==> src/rtl/mux_pkg.sv <==
// Shared types and helpers for the stream multiplexer.
// Holds the arbitration mode encoding and the select-width function.
package mux_pkg;

    typedef enum logic {
        MODE_RR    = 1'b0,
        MODE_FIXED = 1'b1
    } mode_e;

    function automatic int sel_width(input int n);
        return (n > 2) ? $clog2(n) : 1;
    endfunction

endpackage

==> src/rtl/rr_arbiter.sv <==
// Round-robin grant: first requester at or above ptr, wrapping.
// Purely combinational; grant is one-hot or zero.
module rr_arbiter #(
    parameter int N  = 8,
    parameter int PW = 3
) (
    input  logic [N-1:0]  req,
    input  logic [PW-1:0] ptr,
    output logic [N-1:0]  grant
);

    logic          found;
    logic [PW:0]   idx;

    always_comb begin
        grant = '0;
        found = 1'b0;
        idx   = '0;
        for (int k = 0; k < N; k++) begin
            idx = {1'b0, ptr} + (PW+1)'(k);
            if (idx >= (PW+1)'(N))
                idx = idx - (PW+1)'(N);
            if (!found && req[idx[PW-1:0]]) begin
                grant[idx[PW-1:0]] = 1'b1;
                found              = 1'b1;
            end
        end
    end

endmodule

==> src/rtl/stream_mux_rr.sv <==
// N-channel valid/ready stream mux with round-robin or fixed select.
// One registered output slot; accepts a new beat whenever it drains.
module stream_mux_rr
    import mux_pkg::*;
#(
    parameter  int N_CH  = 8,
    parameter  int W     = 8,
    localparam int SEL_W = sel_width(N_CH)
) (
    input  logic              clk,
    input  logic              rst,
    input  logic [N_CH*W-1:0] in_data,
    input  logic [N_CH-1:0]   in_valid,
    output logic [N_CH-1:0]   in_ready,
    input  logic              sel_mode,
    input  logic [SEL_W-1:0]  sel,
    output logic [W-1:0]      out_data,
    output logic              out_valid,
    output logic [SEL_W-1:0]  out_ch,
    input  logic              out_ready
);

    mode_e             mode;
    logic              load_en;
    logic              xfer;
    logic [SEL_W-1:0]  rr_ptr;
    logic [N_CH-1:0]   rr_grant;
    logic [N_CH-1:0]   fx_grant;
    logic [N_CH-1:0]   grant;
    logic [SEL_W-1:0]  gidx;
    logic [W-1:0]      gdata;

    assign mode    = mode_e'(sel_mode);
    assign load_en = !out_valid || out_ready;

    rr_arbiter #(
        .N  (N_CH),
        .PW (SEL_W)
    ) u_arb (
        .req   (in_valid),
        .ptr   (rr_ptr),
        .grant (rr_grant)
    );

    // Out-of-range select (non-power-of-two N_CH) yields no grant.
    always_comb begin
        fx_grant = '0;
        if (32'(sel) < N_CH)
            fx_grant[sel] = in_valid[sel];
    end

    assign grant    = (mode == MODE_FIXED) ? fx_grant : rr_grant;
    assign in_ready = (rst || !load_en) ? '0 : grant;
    assign xfer     = |in_ready;

    always_comb begin
        gidx  = '0;
        gdata = '0;
        for (int i = 0; i < N_CH; i++) begin
            if (grant[i]) begin
                gidx  = SEL_W'(i);
                gdata = in_data[i*W +: W];
            end
        end
    end

    always_ff @(posedge clk) begin
        if (rst) begin
            out_valid <= 1'b0;
            out_data  <= '0;
            out_ch    <= '0;
            rr_ptr    <= '0;
        end else if (xfer) begin
            out_valid <= 1'b1;
            out_data  <= gdata;
            out_ch    <= gidx;
            if (mode == MODE_RR)
                rr_ptr <= (gidx == SEL_W'(N_CH-1)) ?
                          '0 : gidx + SEL_W'(1);
        end else if (out_ready) begin
            out_valid <= 1'b0;
        end
    end

endmodule

==> config.mk <==
export PLATFORM = sky130hd
export DESIGN_NAME = stream_mux_rr
export DESIGN_NICKNAME = d
export VERILOG_FILES = /design/src/rtl/mux_pkg.sv /design/src/rtl/rr_arbiter.sv /design/src/rtl/stream_mux_rr.sv
export SDC_FILE = /design/constraint.sdc
export NUM_CORES = 1
export LEC_CHECK = 0
export BUFFER_PORTS_ARGS = -buffer_cell sky130_fd_sc_hd__buf_2
export CAP_MARGIN = 15
export CORE_MARGIN = 2
export CORE_UTILIZATION = 55
export DETAILED_ROUTE_END_ITERATION = 8
export MAX_ROUTING_LAYER = met4
export PLACE_DENSITY = 0.94
export REMOVE_ABC_BUFFERS = 1
export SLEW_MARGIN = 30
export SYNTH_ARGS = -nofsm -noshare
export SYNTH_HDL_FRONTEND = slang
export SYNTH_SLANG_ARGS = --single-unit
==> constraint.sdc <==
create_clock -name clk -period 7.39 [get_ports clk]
set_input_delay 1.478 -clock clk [delete_from_list [all_inputs] [get_ports clk]]
set_output_delay 1.478 -clock clk [all_outputs]
set_load 0.01 [all_outputs]
==> report_table.html <==
<table>
<tr><th>Metric</th><th>Value</th></tr>
<tr><th colspan="2">Status</th></tr>
<tr><td>Status</td><td>finished, final reports clean</td></tr>
<tr><th colspan="2">Final layout</th></tr>
<tr><td>Area growth syn-to-layout</td><td>17.4%</td></tr>
<tr><td>Inserted Diodes</td><td>0</td></tr>
<tr><td>Count of filler cells inserted in the layout</td><td>about 430</td></tr>
<tr><td>Final core utilization</td><td>66.3%</td></tr>
<tr><td>Most common cell after layout, fill and taps aside</td><td>sky130_fd_sc_hd__buf_2</td></tr>
<tr><td>Top library cells by usage in the layout, fill and taps aside</td><td>98 x sky130_fd_sc_hd__buf_2, 35 x sky130_fd_sc_hd__nand2_1, 29 x sky130_fd_sc_hd__nor2_1</td></tr>
<tr><td>Number of nets in the final layout</td><td>approximately 520</td></tr>
<tr><td>Share of post-route cells with drive strength above 1</td><td>around 34%</td></tr>
<tr><td>Non-Filler Instances</td><td>504</td></tr>
<tr><th colspan="2">Global route</th></tr>
<tr><td>Global Route met2 Usage</td><td>between 60% and 70%</td></tr>
<tr><td>Number of global-route vias before repair</td><td>3277</td></tr>
<tr><td>Global-route wire length before repair</td><td>16600 um</td></tr>
<tr><td>Overflow left after global routing</td><td>0</td></tr>
<tr><td>Maximum number of pins on one net before global-route repair</td><td>30</td></tr>
<tr><td>GR met3 Demand/Resource</td><td>8.10%</td></tr>
<tr><td>Number of antenna violations at the first check in global routing</td><td>0</td></tr>
<tr><td>Most Crowded Layer GR</td><td>met2</td></tr>
<tr><td>Global routing usage on met1</td><td>43.0%</td></tr>
<tr><td>All-Layer GR Usage</td><td>36.7%</td></tr>
<tr><th colspan="2">Worst setup path</th></tr>
<tr><td>Worst reg-to-reg path cell count</td><td>15</td></tr>
<tr><td>Capturing element type of the critical path</td><td>output port</td></tr>
<tr><td>Origin of the critical flop-to-flop path</td><td>rr_ptr[1]</td></tr>
<tr><td>Critical path start-end classification</td><td>input port to output port</td></tr>
<tr><td>Kind of launch point of the worst setup path</td><td>input port</td></tr>
<tr><td>Reg2reg end</td><td>rr_ptr[0]</td></tr>
<tr><td>Reg-to-reg setup timing slack</td><td>between 2 and 2.5 ns</td></tr>
<tr><td>Largest fanout on the critical path</td><td>19</td></tr>
<tr><td>Arrival @ worst endpoint</td><td>4.33 ns</td></tr>
<tr><td>Endpoint required time on the critical path</td><td>5.91 ns</td></tr>
<tr><th colspan="2">Die</th></tr>
<tr><td>Die Height</td><td>around 76 um</td></tr>
<tr><td>Chip Width</td><td>between 70 and 80 um</td></tr>
<tr><td>Ports</td><td>99</td></tr>
<tr><td>Initial Util</td><td>56.5%</td></tr>
<tr><td>Rows</td><td>26</td></tr>
<tr><td>Die area</td><td>5770 um2</td></tr>
<tr><td>Core Region</td><td>5040 um2</td></tr>
<tr><th colspan="2">Logic synthesis</th></tr>
<tr><td>Number of instances in the synthesized netlist</td><td>359</td></tr>
<tr><td>Top cell type's share of synthesized area</td><td>10.5%</td></tr>
<tr><td>Synthesis Warnings</td><td>0</td></tr>
<tr><td>Syn Area/Cell</td><td>7.93 um2</td></tr>
<tr><td>Number of distinct library cells after synthesis</td><td>68</td></tr>
<tr><td>Leading post-synthesis cells by cell area</td><td>sky130_fd_sc_hd__dfxtp_1 11%, sky130_fd_sc_hd__mux4_2 8.7%, sky130_fd_sc_hd__mux2i_1 5.6%</td></tr>
<tr><td>Most used DFF post-synth</td><td>sky130_fd_sc_hd__dfxtp_1</td></tr>
<tr><td>Area leader, netlist</td><td>sky130_fd_sc_hd__dfxtp_1</td></tr>
<tr><td>Count of flip-flops with a built-in enable after synthesis</td><td>0</td></tr>
<tr><td>Area of the mapped netlist</td><td>2850 um2</td></tr>
<tr><td>Sequential element share of the synthesized area</td><td>a little over a tenth</td></tr>
<tr><td>Async set or reset register ratio after synthesis</td><td>0%</td></tr>
<tr><td>Flop and latch count out of synthesis</td><td>15</td></tr>
<tr><th colspan="2">Timing</th></tr>
<tr><td>Fraction of the cycle the final worst path needs</td><td>78.5%</td></tr>
<tr><td>Transition time at the pin with the least slew margin</td><td>0.658 ns</td></tr>
<tr><td>Post-layout minimum cycle time</td><td>between 5 and 6 ns</td></tr>
<tr><td>Remaining max-slew budget at the tightest pin</td><td>54.8%</td></tr>
<tr><td>Final Hold Vio Count</td><td>0</td></tr>
<tr><td>FMAX</td><td>172 MHz</td></tr>
<tr><td>Max Clock Skew</td><td>about 0.0047 ns</td></tr>
<tr><td>Unrepaired setup endpoints after global routing</td><td>false</td></tr>
<tr><td>Total negative slack for setup checks</td><td>0 ns</td></tr>
<tr><td>Final setup vio count</td><td>0</td></tr>
<tr><td>Slew Viols, Final</td><td>0</td></tr>
<tr><th colspan="2">Drt</th></tr>
<tr><td>Iteration-0 DRC Markers</td><td>around 500</td></tr>
<tr><td>Total number of vias</td><td>3494</td></tr>
<tr><td>Pre-Repair DR Iteration Count</td><td>6</td></tr>
<tr><td>Total wirelength of the detailed-routed design</td><td>10600 um</td></tr>
<tr><td>Detail-routed via count per cell</td><td>6.93</td></tr>
<tr><td>Routed wire length per instance</td><td>21.0 um</td></tr>
<tr><td>ANT nets after route</td><td>0</td></tr>
<tr><td>Detailed-route DRC error count</td><td>0</td></tr>
<tr><th colspan="2">Power and ir drop</th></tr>
<tr><td>Largest vdd supply drop</td><td>111 uV</td></tr>
<tr><td>Power density relative to cell area</td><td>between 150 and 200 nW/um2</td></tr>
<tr><td>Share of power burned in registers</td><td>18.6%</td></tr>
<tr><td>Share of power burned in the clock network</td><td>11.9%</td></tr>
<tr><td>Internal power consumption</td><td>0.287 mW</td></tr>
<tr><td>Net Sw Power</td><td>0.284 mW</td></tr>
<tr><td>Final total power</td><td>0.571 mW</td></tr>
<tr><td>Combinational share of power</td><td>69.5%</td></tr>
<tr><td>Static Leakage</td><td>1.34 nW</td></tr>
<tr><td>Switching share of power</td><td>between 40 and 50%</td></tr>
<tr><th colspan="2">Hold path</th></tr>
<tr><td>Path category of the worst min-delay check</td><td>register to register</td></tr>
<tr><td>Number of stages on the worst hold path</td><td>2</td></tr>
<tr><td>Hold Path Origin</td><td>out_data[6]</td></tr>
<tr><td>Endpoint, Worst Hold</td><td>out_data[6]</td></tr>
<tr><th colspan="2">Place</th></tr>
<tr><td>Instance count after placement with tap cells included</td><td>500</td></tr>
<tr><td>Post-DP HPWL</td><td>around 8000 um</td></tr>
<tr><td>Routability congestion estimate</td><td>roughly 1.0</td></tr>
<tr><td>Port buffer count</td><td>98</td></tr>
<tr><th colspan="2">Clocking</th></tr>
<tr><td>Max Root-Sink Buffers</td><td>2</td></tr>
<tr><td>Clock transition at path regs</td><td>0.06 ns</td></tr>
<tr><td>Clock tree from TritonCTS</td><td>done</td></tr>
<tr><td>H-tree levels</td><td>1</td></tr>
<tr><td>Clock buffer count from CTS</td><td>3</td></tr>
<tr><td>Master cell of the clock root buffer</td><td>sky130_fd_sc_hd__clkbuf_8</td></tr>
<tr><td>Insertion delay of the later-clocked pin in the worst-skew pair</td><td>0.26 ns</td></tr>
<tr><td># Post-CTS Setup Buffers</td><td>0</td></tr>
<tr><td>Hold bufs inserted after CTS</td><td>0</td></tr>
<tr><td>Post-CTS Resized</td><td>0</td></tr>
<tr><td>Clk sink count</td><td>15</td></tr>
<tr><th colspan="2">Flow run</th></tr>
<tr><td>Max-cap check violation count</td><td>0</td></tr>
</table>
[registers in the layout, indices dropped and copies added, names as in the netlist]
name / flops
out_valid: 1
out_ch: 3
out_data: 8
rr_ptr: 3
[worst max-delay path: stages]
cell and delay [ns]:
sky130_fd_sc_hd__buf_2 0.21, sky130_fd_sc_hd__mux2i_1 0.14, sky130_fd_sc_hd__mux4_2 0.54, sky130_fd_sc_hd__a22oi_4 0.52, sky130_fd_sc_hd__nor3_1 0.18, sky130_fd_sc_hd__nor4_4 0.37
sky130_fd_sc_hd__a32o_1 0.55, sky130_fd_sc_hd__nor2_1 0.15, sky130_fd_sc_hd__buf_2 0.17
[cell type report]
class / count / area [um2] / share of cell area, %
multi-input cells: 299 / 2330 / 69.7
clock buffers: 3 / 41.3 / 1.23
clock inverters: 1 / 5.00 / 0.150
repair buffers: 104 / 536 / 16.0
inverters: 12 / 45.0 / 1.35
flip-flops and latches: 15 / 300 / 8.98
well taps: 70 / 87.6 / 2.62
[cell families (layout without fill, tap and decap cells)]
family	after synthesis	in the layout	synth area share [%]
multiplexers	32	32	16.7
XOR/XNOR	2	2	0.879
flip-flops	15	15	10.5
AO/OA/AOI/OAI	121	121	34.3
AND/OR/NAND/NOR	136	136	26.0
buffers and inverters	45	120	8.08
adder cells (fa/ha/maj)	8	8	3.52
[cell usage after synthesis, drive strengths merged, types with 2 or more instances]
| cell type | number |
|---|---|
| nand2 | 35 |
| nor2 | 29 |
| o21ai | 24 |
| a211oi | 21 |
| buf | 19 |
| mux2i | 17 |
| a21oi | 16 |
| nand3 | 16 |
| o22ai | 16 |
| dfxtp | 15 |
| clkbuf | 14 |
| inv | 12 |
| mux4 | 11 |
| nor3 | 11 |
| a22oi | 10 |
| nor2b | 9 |
| and2 | 8 |
| ha | 8 |
| nand3b | 7 |
| nand4 | 6 |
| a32oi | 5 |
| mux2 | 4 |
| nand2b | 4 |
| o2111ai | 4 |
| nor3b | 3 |
| o221ai | 3 |
| a22o | 2 |
| a32o | 2 |
| a41oi | 2 |
| nor4 | 2 |
| nor4b | 2 |
| o211ai | 2 |
| o22a | 2 |
| o31ai | 2 |
| o41ai | 2 |
| xor2 | 2 |
[through the flow]
step / hold WS, ns / setup slack, ns / cell area, um2
after floorplan: 0.499 / 1.95 / 2660
after global placement: 0.472 / 1.66 / 3290
after detailed placement: 0.483 / 1.70 / 3290
after CTS: 0.492 / 1.67 / 3340
after global routing: 0.511 / 1.38 / 3340
final: 0.499 / 1.59 / 3340
[worst max path at each step]
stage	end	cells after the start	slack [ns]	from
after global routing	in_ready[5]	11	1.38	rr_ptr[1]
final	in_ready[5]	9	1.59	in_valid[1]
after global placement	in_ready[4]	9	1.66	in_valid[4]
after floorplan	in_ready[4]	9	1.95	rr_ptr[0]
after detailed placement	in_ready[5]	9	1.70	in_valid[1]
after CTS	in_ready[5]	11	1.67	rr_ptr[1]
[layer usage]
layer  wire, um  share of wire, %
met5          0                 0
met4        539               5.1
met3       1160                11
met2       5000                47
met1       3900                37
[power by group through the flow]
stage	Sequential, mW	Combinational [mW]	Clock (mW)
after CTS	0.106	0.383	0.0680
after detailed placement	0.107	0.382	0
after global placement	0.107	0.375	0
after global routing	0.107	0.425	0.0721
final	0.106	0.397	0.0679
after floorplan	0.119	0.245	0
No activity file was read; power rests on OpenSTA's default activity.
